$ cat config.mk
export PLATFORM = sky130hd
export DESIGN_NAME = uart_tx_fifo
export DESIGN_NICKNAME = d
export VERILOG_FILES = /design/src/rtl/uart_tx_fifo.sv
export SDC_FILE = /design/constraint.sdc
export NUM_CORES = 1
export LEC_CHECK = 0
export ABC_AREA = 1
export BUFFER_PORTS_ARGS = -buffer_cell sky130_fd_sc_hd__buf_2
export CAP_MARGIN = 10
export CORE_MARGIN = 10
export CORE_UTILIZATION = 45
export DETAILED_ROUTE_END_ITERATION = 7
export PLACE_DENSITY = 0.66
export SLEW_MARGIN = 20
export SYNTH_ARGS = -nofsm -noshare
export SYNTH_HDL_FRONTEND = slang
export SYNTH_SLANG_ARGS = --single-unit
$ cat constraint.sdc
create_clock -name clk_in -period 6.1 [get_ports clk_in]
set_input_delay 0.61 -clock clk_in [delete_from_list [all_inputs] [get_ports clk_in]]
set_output_delay 0.61 -clock clk_in [all_outputs]
set_load 0.02 [all_outputs]
$ cat src/rtl/uart_tx_fifo.sv
// Byte FIFO feeding a UART transmitter: 7/8 data bits, none/odd/even/mark parity, 1/2 stop bits.
// Optional line-break forcing with input break_in when UART_TX_BREAK_EN is defined.
//
// state  | meaning
// IDLE   | line high, waiting for a queued byte and enable_in
// START  | start bit (0)
// DATA   | data bits, LSB first
// PARITY | parity bit
// STOP   | one or two stop bits (1)
module uart_tx_fifo #(
  parameter int FIFO_DEPTH = 16,
  parameter int CNT_W      = 5
) (
  input  logic             clk_in,
  input  logic             reset_in,
  input  logic             enable_in,
  input  logic             n_wr_in,
  input  logic [7:0]       data_in,
  input  logic [31:0]      clk_div_baud_in,
  input  logic [1:0]       parity_in,
  input  logic             d_num_in,
  input  logic             s_num_in,
`ifdef UART_TX_BREAK_EN
  input  logic             break_in,
`endif
  output logic             tx_out,
  output logic             tx_rdy_out,
  output logic             tx_busy_out,
  output logic [CNT_W-1:0] fifo_count_out,
  output logic             overflow_error_out
);

  localparam int AW = (FIFO_DEPTH > 1) ? $clog2(FIFO_DEPTH) : 1;

  localparam logic [2:0] S_IDLE   = 3'd0;
  localparam logic [2:0] S_START  = 3'd1;
  localparam logic [2:0] S_DATA   = 3'd2;
  localparam logic [2:0] S_PARITY = 3'd3;
  localparam logic [2:0] S_STOP   = 3'd4;

  logic [2:0]       st_q, st_d;
  logic [31:0]      cnt_q, cnt_d;
  logic [31:0]      div_q, div_d;
  logic [2:0]       idx_q, idx_d;
  logic [7:0]       sh_q, sh_d;
  logic             d8_q, d8_d;
  logic             s2_q, s2_d;
  logic             par_en_q, par_en_d;
  logic             par_bit_q, par_bit_d;
  logic             tx_q, tx_d;
  logic [AW-1:0]    wr_ptr_q, wr_ptr_d;
  logic [AW-1:0]    rd_ptr_q, rd_ptr_d;
  logic [CNT_W-1:0] count_q, count_d;
  logic             ovf_q, ovf_d;
  logic             n_wr_q;
  logic [7:0]       mem [FIFO_DEPTH];

  logic        wr_det, full, push, pop, launch, bit_end, start_ok, brk_ok;
  logic [31:0] div_eff;
  logic [7:0]  head, head_data;

  assign wr_det    = n_wr_q & ~n_wr_in;
  assign full      = (count_q == CNT_W'(FIFO_DEPTH));
  assign div_eff   = (clk_div_baud_in < 32'd2) ? 32'd2 : clk_div_baud_in;
  assign head      = mem[rd_ptr_q];
  assign head_data = d_num_in ? head : {1'b0, head[6:0]};
  assign bit_end   = (cnt_q == 32'd0);

`ifdef UART_TX_BREAK_EN
  // Guard keeps the line idle for one bit time after a break is released.
  logic [31:0] guard_q, guard_d;

  always_comb begin
    guard_d = guard_q;
    if (break_in)
      guard_d = div_eff - 32'd1;
    else if (guard_q != 32'd0)
      guard_d = guard_q - 32'd1;
  end

  always_ff @(posedge clk_in) begin
    if (reset_in) guard_q <= 32'd0;
    else          guard_q <= guard_d;
  end

  assign brk_ok = ~break_in & (guard_q == 32'd0);
  assign tx_out = break_in ? 1'b0 : tx_q;
`else
  assign brk_ok = 1'b1;
  assign tx_out = tx_q;
`endif

  assign start_ok = (count_q != '0) & enable_in & brk_ok;

  always_comb begin
    st_d      = st_q;
    cnt_d     = bit_end ? cnt_q : cnt_q - 32'd1;
    div_d     = div_q;
    idx_d     = idx_q;
    sh_d      = sh_q;
    d8_d      = d8_q;
    s2_d      = s2_q;
    par_en_d  = par_en_q;
    par_bit_d = par_bit_q;
    tx_d      = tx_q;
    launch    = 1'b0;
    case (st_q)
      S_IDLE: begin
        tx_d = 1'b1;
        if (start_ok) launch = 1'b1;
      end
      S_START: begin
        if (bit_end) begin
          st_d  = S_DATA;
          tx_d  = sh_q[0];
          idx_d = 3'd0;
          cnt_d = div_q - 32'd1;
        end
      end
      S_DATA: begin
        if (bit_end) begin
          cnt_d = div_q - 32'd1;
          if (idx_q == (d8_q ? 3'd7 : 3'd6)) begin
            idx_d = 3'd0;
            if (par_en_q) begin
              st_d = S_PARITY;
              tx_d = par_bit_q;
            end else begin
              st_d = S_STOP;
              tx_d = 1'b1;
            end
          end else begin
            idx_d = idx_q + 3'd1;
            sh_d  = {1'b0, sh_q[7:1]};
            tx_d  = sh_q[1];
          end
        end
      end
      S_PARITY: begin
        if (bit_end) begin
          st_d  = S_STOP;
          tx_d  = 1'b1;
          idx_d = 3'd0;
          cnt_d = div_q - 32'd1;
        end
      end
      S_STOP: begin
        if (bit_end) begin
          if (s2_q && idx_q == 3'd0) begin
            idx_d = 3'd1;
            cnt_d = div_q - 32'd1;
          end else if (start_ok) begin
            launch = 1'b1;
          end else begin
            st_d = S_IDLE;
            tx_d = 1'b1;
          end
        end
      end
      default: begin
        st_d = S_IDLE;
        tx_d = 1'b1;
      end
    endcase

    // Frame configuration is captured with the popped byte and held until the frame ends.
    if (launch) begin
      st_d     = S_START;
      tx_d     = 1'b0;
      sh_d     = head;
      d8_d     = d_num_in;
      s2_d     = s_num_in;
      par_en_d = (parity_in != 2'b00);
      case (parity_in)
        2'b01:   par_bit_d = ~^head_data;
        2'b10:   par_bit_d = ^head_data;
        default: par_bit_d = 1'b1;
      endcase
      div_d = div_eff;
      cnt_d = div_eff - 32'd1;
      idx_d = 3'd0;
    end
  end

  assign pop  = launch;
  assign push = wr_det & (~full | pop);

  always_comb begin
    wr_ptr_d = push ? wr_ptr_q + AW'(1) : wr_ptr_q;
    rd_ptr_d = pop  ? rd_ptr_q + AW'(1) : rd_ptr_q;
    ovf_d    = ovf_q | (wr_det & ~push);
    case ({push, pop})
      2'b10:   count_d = count_q + CNT_W'(1);
      2'b01:   count_d = count_q - CNT_W'(1);
      default: count_d = count_q;
    endcase
  end

  always_ff @(posedge clk_in) begin
    if (push && !reset_in) mem[wr_ptr_q] <= data_in;
  end

  always_ff @(posedge clk_in) begin
    if (reset_in) begin
      st_q      <= S_IDLE;
      cnt_q     <= 32'd0;
      div_q     <= 32'd2;
      idx_q     <= 3'd0;
      sh_q      <= 8'd0;
      d8_q      <= 1'b1;
      s2_q      <= 1'b0;
      par_en_q  <= 1'b0;
      par_bit_q <= 1'b0;
      tx_q      <= 1'b1;
      wr_ptr_q  <= '0;
      rd_ptr_q  <= '0;
      count_q   <= '0;
      ovf_q     <= 1'b0;
      n_wr_q    <= 1'b1;
    end else begin
      st_q      <= st_d;
      cnt_q     <= cnt_d;
      div_q     <= div_d;
      idx_q     <= idx_d;
      sh_q      <= sh_d;
      d8_q      <= d8_d;
      s2_q      <= s2_d;
      par_en_q  <= par_en_d;
      par_bit_q <= par_bit_d;
      tx_q      <= tx_d;
      wr_ptr_q  <= wr_ptr_d;
      rd_ptr_q  <= rd_ptr_d;
      count_q   <= count_d;
      ovf_q     <= ovf_d;
      n_wr_q    <= n_wr_in;
    end
  end

  assign tx_rdy_out         = ~full;
  assign tx_busy_out        = (st_q != S_IDLE) | (count_q != '0);
  assign fifo_count_out     = count_q;
  assign overflow_error_out = ovf_q;

endmodule

## Word-level counts from Yosys, hierarchy flattened

Memory sizes are Yosys's and may differ from the RTL's. A register that Yosys moved wholly into a read port is not among the register bits.
Cells that the tools add are included.

| operators by class | value |
|---|---|
| reductions and logical operators | 23 |
| equality and inequality tests | 28 |
| bitwise operators | 11 |
| mux-type cells | 49 |
| magnitude comparators | 1 |
| add/subtract/negate cells | 8 |

Operators by type and width:

| operator | number |
|---|---|
| $mux W32 | 6 |
| $sub A32 B1 Y32 const B | 3 |
| $pmux W32 S2 | 1 |
| $mux W8 | 5 |
| $mux W3 | 13 |
| $logic_not A32 Y1 | 1 |
| $lt A32 B2 Y1 const B | 1 |
| $ne A3 B3 Y1 const B | 7 |
| $ne A2 B2 Y1 const B | 10 |
| $mux W1 | 16 |
| $reduce_and A8 Y1 | 2 |
| $pmux W3 S5 | 1 |
| $pmux W5 S2 | 1 |
| $pmux W3 S3 | 1 |
| $add A4 B1 Y4 const B | 2 |
| $mux W4 | 2 |
| $reduce_bool A2 Y1 | 4 |
| $reduce_xnor A8 Y1 | 1 |
| $reduce_xor A8 Y1 | 1 |
| $eq A3 B2 Y1 const B | 2 |
| $logic_not A3 Y1 | 2 |
| $reduce_and A6 Y1 | 1 |
| $reduce_bool A3 Y1 | 2 |
| $add A5 B1 Y5 const B | 1 |
| 21 further kinds | 34 |

| storage, ports and cells | value |
|---|---|
| memory bits (writable) | 128 |
| memories | 1 |
| output and inout bits | 9 |
| word-level logic and storage cells | 137 |
| register bits after elaboration | 98 |
| input bits | 48 |

Memories:

| name | depth | width | read ports | clocked after memory_dff | wr ports | RTL line | source |
|---|---|---|---|---|---|---|---|
| mem | 16 | 8 | 1 | 1 | 1 | 56 | `logic [7:0] mem [FIFO_DEPTH];` |

## Logic depth before layout (Yosys ltp)

Gate-level depths: netlist (run 1).

| depth | value |
|---|---|
| depth after elaboration | 11 |
| mapped depth | 20 |
| gate-level depth less buffers | 20 |

## Least setup slack after synthesis (run 1)

No wires, ideal clock.

| path | value |
|---|---|
| kind | reg-to-reg |
| from | register cnt_q[20] |
| to | register count_q[4] (netlist: fifo_count_out[4]) |
| path buffers | 2 |
| data arrival time | 2.822 ns |
| library setup time | 0.070 ns |
| cell stages (with the launch flop) | 20 |
| required time | 6.030 ns |
| path slack | 3.208 ns |
| period minus slack after synthesis | 2.892 ns |
| cell sequence | dfxtp_1 nor2_1 nand2_1 nor2_1 nand4_1 nor2_4 nand4_2 nand2_4 buf_4 buf_4 ha_1 inv_1 fa_1 inv_1 a31oi_1 inv_1 o21ai_0 a21oi_1 o21ai_0 a21oi_1 |

| between the ends | value |
|---|---|
| cells in the longest elaborated chain, start to end | 7 |
| elaborated cells on any way between the ends | 9 |
| those cells by class | eq/ne: 2; mux: 3; bitwise: 2; reduce/logical: 2 |

RTL lines:

| what | RTL line | source |
|---|---|---|
| start: declaration | 42 | `logic [31:0] cnt_q, cnt_d;` |
| start signal: assignment | 222 | `cnt_q <= cnt_d;` |
| $logic_not A32 Y1 * | 67 | `assign bit_end = (cnt_q == 32'd0);` |
| $mux W1 * | 148 | `if (bit_end) begin` |
| $pmux W1 S2 * | 107 | `case (st_q)` |
| $or A1 B1 Y1 | 186 | `assign push = wr_det & (~full \| pop);` |
| $and A1 B1 Y1 | 186 |  |
| $eq A2 B1 Y1 / $eq A2 B2 Y1 (equally long branches) | 192 | `case ({push, pop})` |
| $pmux W5 S2 / $reduce_bool A2 Y1 (equally long branches) | - |  |
| end signal: assignment | 233 | `count_q <= count_d;` |
| end: declaration | 53 | `logic [CNT_W-1:0] count_q, count_d;` |

Mark *: on every way between the ends. The rest lies on a longest branch, timed or not.
A chain may end at the register's enable or synchronous reset.

## Worst setup path in the final report (run 1)

| path | value |
|---|---|
| from | register cnt_q[22] |
| to | register count_q[4] (netlist: fifo_count_out[4]) |

Same word-level chain as after synthesis.

==> reports/metrics.json, run 1 <==
{
  "run_status": "completed",
  "post_cts_resized": 0,
  "gpl.final_weighted_congestion": 0.990,
  "via_count": 11200,
  "finalCritPeriodShare_pct": 67.1,
  "worst_r2r_endpoint": "fifo_count_out[4]$_SDFFE_PP0P_",
  "finClkSkew_ps": 21.6,
  "tritoncts.num_buffers": 25,
  "synth_seq_area_share_pct": 47.2,
  "layout.cells.most_common_list": "sky130_fd_sc_hd__nand2_1 (378), sky130_fd_sc_hd__nor2_1 (231), sky130_fd_sc_hd__inv_1 (208), sky130_fd_sc_hd__nand3_1 (133), sky130_fd_sc_hd__edfxtp_1 (128)",
  "seq_power_share_pct": 33.3,
  "cts_root_buffer": "sky130_fd_sc_hd__clkbuf_16",
  "first_global_vias": 10100,
  "synthesis.nets": 1687,
  "site_row_count": 60,
  "path_cells": "nor2_2, nand2_1, nor2_1, nand4_1, nor2_4, nand4_2, nand2_4, inv_4, nand3_4, nand2_4, ha_1, ha_1, nand2_1, nand2_1, a31oi_1, inv_1, o21ai_0, a21oi_1, o21ai_0, a21oi_1",
  "final-hold-violation-count": 0,
  "timing.critical_path.arrival_ps": 4510,
  "core_region_area_um2": 27100,
  "route.detailed.vias_per_inst": 5.45,
  "cts_sinks": 230,
  "worst_setup_path_start_kind": "flip-flop",
  "cts-hold-fix-buffers": 0,
  "synthToLayoutAreaGrowth_pct": 10.7,
  "asyncSetResetFlopFracSynth_pct": 0,
  "worst_setup_path_end_kind": "flip-flop",
  "clock_power_share_pct": 23.1,
  "timing_max_transition_violations_final": 0,
  "drt-initial-drc-count": 1285,
  "cts_setup_buffers": 0,
  "setup_violations": 0,
  "critical-path-slowest-cell": "sky130_fd_sc_hd__nor2_4",
  "critical_path_required_ps": 6520,
  "rr_worst_depth": 20,
  "die-area_um2": 34800,
  "wire_length_of_the_first_global_routing_pass_um": 57000,
  "placement.io_buffers": 56,
  "total_gr_overflow": 0,
  "crit-reg2reg-launch": "cnt_q[22]$_SDFF_PP0_",
  "worst_slack_ps": 2010,
  "int_pwr_mw": 3.48,
  "clock_insertion_delay_worst_skew_ps": 550,
  "die_w_um": 186,
  "share_of_final_layout_standard_cells_stronger_than_drive_strength_1_pct": 8.05,
  "synth-edff-count": 128,
  "dp_cells": 2003,
  "max_freq_ghz": 0.244,
  "wire_per_inst_um": 18.1,
  "cpPeakStageDelay_ps": 480,
  "worst_slew_margin_rel_pct": 28.6,
  "timing.final.crit_period_ps": 4090,
  "power.combinational.fraction_pct": 43.6,
  "postSynthAreaPerCell_um2": 7.70,
  "postSynthRegisterBits": 230,
  "vdd_ir_drop_max_mv": 0.245,
  "synth_top_area_share_pct": 30.8,
  "synth-warning-count": 0,
  "power.density_cell_area_nw_per_um2": 449,
  "ys_top_cells_by_area": "sky130_fd_sc_hd__edfxtp_1 (31%), sky130_fd_sc_hd__dfxtp_1 (16%), sky130_fd_sc_hd__nand2_1 (11%)",
  "drcViolationCount": 0,
  "ctsHtreeMaxLevel": 1,
  "criticalPathCategory": "reg -> reg",
  "whs_path_depth": 2,
  "timing.reg2reg.setup_slack_ps": 2010,
  "leading_cell_type_in_the_layout_fill_and_taps_excluded": "sky130_fd_sc_hd__nand2_1",
  "synth.cell_area_um2": 12500,
  "cts_tree": "done",
  "wl_final_um": 37100,
  "drv.max_cap_violation_count": 0,
  "hpwl_um": 27000,
  "holdPathEnd": "s2_q$_SDFFE_PP0N_",
  "dp_slack_ps": 2100,
  "instances_no_fill": 2049,
  "holdCritStartpoint": "s_num_in",
  "syn-instance-count": 1620,
  "final.setup.tns_ps": 0,
  "floorplan.initialDensity_pct": 46.0,
  "crit_family": "simple AND/OR/NAND/NOR gates",
  "finish.net_count": 1725,
  "power.switching_fraction_pct": 43.9,
  "tightestPinTransition_ps": 1060,
  "netlist.top_cell.by_area": "sky130_fd_sc_hd__edfxtp_1",
  "clk_pin_slew_worst_paths_ps": 60,
  "ant_nets": 0,
  "holdWs_ps": 299,
  "synthDistinctLibCells": 53,
  "dominantRegCellSynth": "sky130_fd_sc_hd__edfxtp_1",
  "rsz_0062_raised_after_global_routing": "no",
  "pin_count_of_the_biggest_net_entering_global_routing": 70,
  "grtUsageTotal_pct": 20.2,
  "initial_antenna_violation_count": 1,
  "io_pins": 57,
  "worst-path-buf-inv": 2,
  "num-fill-cells": 2642,
  "switchingPower_mw": 2.72,
  "floorplan.die.height_um": 186,
  "drt_pass1_iterations": 7,
  "num_antenna_cells": 0,
  "cts_max_path_buffers": 3,
  "leakage_nw": 5.73,
  "worst-path-max-fanout": 43,
  "cp_common_cell": "sky130_fd_sc_hd__nand2_1",
  "worstHoldPathType": "in -> reg"
}
-- through the flow --
step / util (%) / total power [mW] / area (µm²)
after floorplan: - / 3.99 / 12500
after global placement: 48.0 / 4.72 / 13000
after detailed placement: 48.0 / 4.73 / 13000
after CTS: 50.9 / 6.16 / 13800
after global routing: 51.0 / 6.62 / 13800
final: 51.0 / 6.21 / 13800
-- Yosys cell counts, types with 2 or more instances --
| cell type | number |
|---|---|
| sky130_fd_sc_hd__nand4_1 | 26 |
| sky130_fd_sc_hd__o221ai_1 | 2 |
| sky130_fd_sc_hd__clkbuf_1 | 22 |
| sky130_fd_sc_hd__nand2_1 | 378 |
| sky130_fd_sc_hd__nand3_1 | 133 |
| sky130_fd_sc_hd__nor2_4 | 4 |
| sky130_fd_sc_hd__buf_4 | 3 |
| sky130_fd_sc_hd__nor4_1 | 6 |
| sky130_fd_sc_hd__nand2_2 | 2 |
| sky130_fd_sc_hd__or2_2 | 3 |
| sky130_fd_sc_hd__o31ai_1 | 2 |
| sky130_fd_sc_hd__buf_2 | 21 |
| sky130_fd_sc_hd__a32o_1 | 2 |
| sky130_fd_sc_hd__a21oi_1 | 48 |
| sky130_fd_sc_hd__nor2_1 | 231 |
| sky130_fd_sc_hd__nor2_2 | 12 |
| sky130_fd_sc_hd__edfxtp_1 | 128 |
| sky130_fd_sc_hd__dfxtp_1 | 102 |
| sky130_fd_sc_hd__a31oi_1 | 11 |
| sky130_fd_sc_hd__o211ai_1 | 7 |
| sky130_fd_sc_hd__xnor2_1 | 15 |
| sky130_fd_sc_hd__nand2_4 | 2 |
| sky130_fd_sc_hd__a211oi_1 | 3 |
| sky130_fd_sc_hd__o22ai_1 | 29 |
| sky130_fd_sc_hd__inv_2 | 9 |
| sky130_fd_sc_hd__a22o_1 | 5 |
| sky130_fd_sc_hd__a22oi_1 | 2 |
| sky130_fd_sc_hd__buf_1 | 2 |
| sky130_fd_sc_hd__o21ai_1 | 9 |
| sky130_fd_sc_hd__a311oi_1 | 2 |
| sky130_fd_sc_hd__ha_1 | 18 |
| sky130_fd_sc_hd__nand4_2 | 2 |
| sky130_fd_sc_hd__inv_1 | 208 |
| sky130_fd_sc_hd__xor2_1 | 44 |
| sky130_fd_sc_hd__nor3_1 | 36 |
| sky130_fd_sc_hd__o32ai_1 | 2 |
| sky130_fd_sc_hd__o21ai_0 | 73 |
-- sequential cells by signal, indices dropped and copies added (netlist names), named ones only --
register and flops:
fifo_count_out 5, s2_q 1, idx_q 3, tx_out 1
sh_q 8, overflow_error_out 1, par_bit_q 1, mem 128
rd_ptr_q 4, cnt_q 32, par_en_q 1, div_q 32
st_q 3, d8_q 1, n_wr_q 1, wr_ptr_q 4
-- kinds of logic (layout without fill, tap and decap cells) --
| kind of cell | Yosys count | count (layout) | share of synthesized area (%) |
|---|---|---|---|
| fa+ha+maj | 19 | 19 | 1.97 |
| simple gates | 839 | 839 | 28.7 |
| xor+xnor | 59 | 59 | 4.14 |
| flops | 230 | 230 | 47.2 |
| buf+inv | 268 | 325 | 8.40 |
| compound gates | 205 | 205 | 9.55 |
-- layer usage --
metal,routed length [µm],up-vias,global-route usage (%)
met5,12,-,0
met4,877,2,5.24
met3,3420,59,3.80
met2,15600,468,29.5
met1,17200,5227,29.7
li1,-,5405,-
-- final cells by class --
cell class	count	area [µm²]	share of cell area (%)
multi-input cells	1122	5560	40.3
clock inverters	12	92.6	0.671
inverters	220	830	6.01
flip-flops and latches	230	5890	42.6
clock buffers	34	669	4.85
repair buffers	59	303	2.19
well taps	372	465	3.37
-- worst max path at each step --
stage                          from                              to  slack (ps)  cells after the start
2_1_floorplan  cnt_q[20]$_SDFF_PP0_  fifo_count_out[4]$_SDFFE_PP0P_        3210                     19
3_3_place_gp   cnt_q[20]$_SDFF_PP0_  fifo_count_out[4]$_SDFFE_PP0P_        2180                     20
3_5_place_dp   cnt_q[10]$_SDFF_PP0_            mem[14][1]$_DFFE_PP_        2100                     13
4_1_cts        cnt_q[20]$_SDFF_PP0_            mem[14][4]$_DFFE_PP_        2070                     13
5_1_grt        cnt_q[14]$_SDFF_PP0_  fifo_count_out[4]$_SDFFE_PP0P_        1620                     20
6_report       cnt_q[22]$_SDFF_PP0_  fifo_count_out[4]$_SDFFE_PP0P_        2010                     20
-- power by group through the flow --
stage | Combinational, mW | Clock, mW | Sequential (mW)
final | 2.71 | 1.44 | 2.06
after global routing | 3.02 | 1.51 | 2.09
after CTS | 2.66 | 1.44 | 2.06
after detailed placement | 2.64 | 0 | 2.09
after global placement | 2.63 | 0 | 2.08
after floorplan | 1.94 | 0 | 2.05
(Power assumes the default switching activity.)
==> run 2, diff against run 1 <==
==> constraint.sdc (replaced) <==
create_clock -name clk_in -period 4.1 [get_ports clk_in]
set_input_delay 0.41 -clock clk_in [delete_from_list [all_inputs] [get_ports clk_in]]
set_output_delay 0.41 -clock clk_in [all_outputs]
set_load 0.02 [all_outputs]
==> reports/metrics.json, run 2 (same netlist as run 1, synthesis figures left out) <==
{
  "total_gr_overflow": 0,
  "run_status": "completed",
  "tritoncts.num_buffers": 26,
  "drcViolationCount": 0,
  "whs_path_depth": 2,
  "site_row_count": 60,
  "via_count": 11200,
  "die-area_um2": 34800,
  "cts_max_path_buffers": 3,
  "share_of_final_layout_standard_cells_stronger_than_drive_strength_1_pct": 9.27,
  "clock_power_share_pct": 23.9,
  "finalCritPeriodShare_pct": 78.7,
  "timing.reg2reg.setup_slack_ps": 870,
  "worst_slew_margin_rel_pct": 37.0,
  "holdPathEnd": "s2_q$_SDFFE_PP0N_",
  "crit-reg2reg-launch": "cnt_q[14]$_SDFF_PP0_",
  "post_route_cell_area_um2": 14000,
  "gpl.final_weighted_congestion": 0.959,
  "power.combinational.fraction_pct": 43.5,
  "initial_antenna_violation_count": 2,
  "power.switching_fraction_pct": 43.2,
  "timing.critical_path.arrival_ps": 3660,
  "pin_count_of_the_biggest_net_entering_global_routing": 69,
  "dp_slack_ps": 704,
  "holdCritStartpoint": "s_num_in",
  "worst-path-max-fanout": 27,
  "worstHoldPathType": "in -> reg",
  "wire_per_inst_um": 18.2,
  "drt_pass1_iterations": 8,
  "wl_final_um": 37700,
  "floorplan.die.height_um": 186,
  "cts_sinks": 230,
  "seq_power_share_pct": 32.6,
  "dp_cells": 2028,
  "ant_nets": 0,
  "reg_top3": "mem (128), cnt_q (32), div_q (32)",
  "critical_path_required_ps": 4530,
  "core_region_area_um2": 27100,
  "rsz_0062_raised_after_global_routing": "no",
  "switchingPower_mw": 4.05,
  "max_freq_ghz": 0.310,
  "worst_r2r_endpoint": "fifo_count_out[4]$_SDFFE_PP0P_",
  "rr_worst_depth": 20,
  "cts_tree": "done",
  "drv.max_cap_violation_count": 0,
  "wire_length_of_the_first_global_routing_pass_um": 58500,
  "floorplan.initialDensity_pct": 46.0,
  "grtUsageTotal_pct": 20.8,
  "max_reg_flops": 128,
  "layout.cells.most_common_list": "sky130_fd_sc_hd__nand2_1 (378), sky130_fd_sc_hd__nor2_1 (231), sky130_fd_sc_hd__inv_1 (208), sky130_fd_sc_hd__nand3_1 (133), sky130_fd_sc_hd__edfxtp_1 (128)",
  "drt-initial-drc-count": 1092,
  "instances_no_fill": 2077,
  "leakage_nw": 5.89,
  "power.density_cell_area_nw_per_um2": 669,
  "criticalPathCategory": "reg -> reg",
  "placement.cell_area_um2": 13200,
  "final.setup.tns_ps": 0,
  "cts_setup_buffers": 0,
  "route.detailed.vias_per_inst": 5.41,
  "setup_violations": 0,
  "vdd_ir_drop_max_mv": 0.500,
  "ctsHtreeMaxLevel": 1,
  "worst_setup_path_end_kind": "flip-flop",
  "tightestPinTransition_ps": 942,
  "die_w_um": 186,
  "hpwl_um": 27500,
  "clock_insertion_delay_worst_skew_ps": 550,
  "max_flop_register": "mem",
  "first_global_vias": 10500,
  "timing_max_transition_violations_final": 0,
  "post_cts_resized": 0,
  "int_pwr_mw": 5.33,
  "placement.io_buffers": 56,
  "finish.net_count": 1751,
  "finClkSkew_ps": 20.3,
  "clk_pin_slew_worst_paths_ps": 60,
  "io_pins": 57,
  "leading_cell_type_in_the_layout_fill_and_taps_excluded": "sky130_fd_sc_hd__nand2_1",
  "power_mw": 9.38,
  "cts_root_buffer": "sky130_fd_sc_hd__clkbuf_16",
  "synthToLayoutAreaGrowth_pct": 12.5,
  "final-hold-violation-count": 0,
  "worst_setup_path_start_kind": "flip-flop",
  "cts-hold-fix-buffers": 0,
  "timing.final.crit_period_ps": 3230,
  "worst_slack_ps": 874
}
run 2: changes by cell type in the layout (fill, tap and decap cells not counted), sizes merged:
cell    change
diode       +1
clkinv      -2
inv         -1
bufinv      +1
buf        +25
clkbuf      +4
run 2: worst max-delay path by stage:
stage / startpoint / end / slack, ps / cells after the start
2_1_floorplan: cnt_q[20]$_SDFF_PP0_ / fifo_count_out[4]$_SDFFE_PP0P_ / 1210 / 19
3_3_place_gp: clk_div_baud_in[22] / cnt_q[28]$_SDFF_PP0_ / 760 / 19
3_5_place_dp: clk_div_baud_in[22] / cnt_q[28]$_SDFF_PP0_ / 700 / 19
4_1_cts: fifo_count_out[1]$_SDFFE_PP0P_ / fifo_count_out[4]$_SDFFE_PP0P_ / 880 / 20
5_1_grt: cnt_q[19]$_SDFF_PP0_ / fifo_count_out[4]$_SDFFE_PP0P_ / 500 / 20
6_report: cnt_q[14]$_SDFF_PP0_ / fifo_count_out[4]$_SDFFE_PP0P_ / 870 / 20
run 2: power groups by stage:
| stage | Combinational [mW] | Sequential, mW | Clock, mW |
|---|---|---|---|
| after detailed placement | 4.00 | 3.09 | 0 |
| after global routing | 4.57 | 3.10 | 2.36 |
| after global placement | 4.00 | 3.08 | 0 |
| final | 4.08 | 3.06 | 2.24 |
| after floorplan | 2.89 | 3.05 | 0 |
| after CTS | 4.03 | 3.05 | 2.28 |
run 2: critical path, stage by stage (launching register included):
cell and delay (ps):
sky130_fd_sc_hd__dfxtp_1 340, sky130_fd_sc_hd__nor2_1 210, sky130_fd_sc_hd__nand2_1 140, sky130_fd_sc_hd__nor2_2 160, sky130_fd_sc_hd__nand4_2 120, sky130_fd_sc_hd__nor2_4 190, sky130_fd_sc_hd__nand4_2 150, sky130_fd_sc_hd__nand2_4 110
sky130_fd_sc_hd__inv_4 130, sky130_fd_sc_hd__nand3_4 110, sky130_fd_sc_hd__nand2_4 80, sky130_fd_sc_hd__ha_1 270, sky130_fd_sc_hd__ha_1 340, sky130_fd_sc_hd__nand2_1 80, sky130_fd_sc_hd__nand2_1 40, sky130_fd_sc_hd__a31oi_1 130
sky130_fd_sc_hd__inv_1 60, sky130_fd_sc_hd__o21ai_0 140, sky130_fd_sc_hd__a21oi_1 70, sky130_fd_sc_hd__o21ai_0 160, sky130_fd_sc_hd__a21oi_1 50
run 2: through the flow:
stage | util (%) | hold WS (ps)
3_5_place_dp | 48.7 | 452
3_3_place_gp | 48.7 | 444
4_1_cts | 51.8 | 73.8
5_1_grt | 51.8 | 89.1
6_report | 51.8 | 85.1
2_1_floorplan | - | 436
run 2: metal layers:
layer,routed length [µm],up-vias,global-route usage [%]
met5,13,-,0
met4,865,2,5.68
met3,3130,67,4.66
met2,16400,418,31.3
met1,17300,5294,29.4
li1,-,5457,-
run 2: final cells by class:
type | count | area, µm²
Fill cell | 2593 | 13100
Sequential cell | 230 | 5890
Multi-Input combinational cell | 1122 | 5540
Inverter | 220 | 830
Clock buffer | 38 | 709
Timing Repair Buffer | 84 | 490
Tap cell | 372 | 465
Clock inverter | 10 | 108
Antenna cell | 1 | 2.50
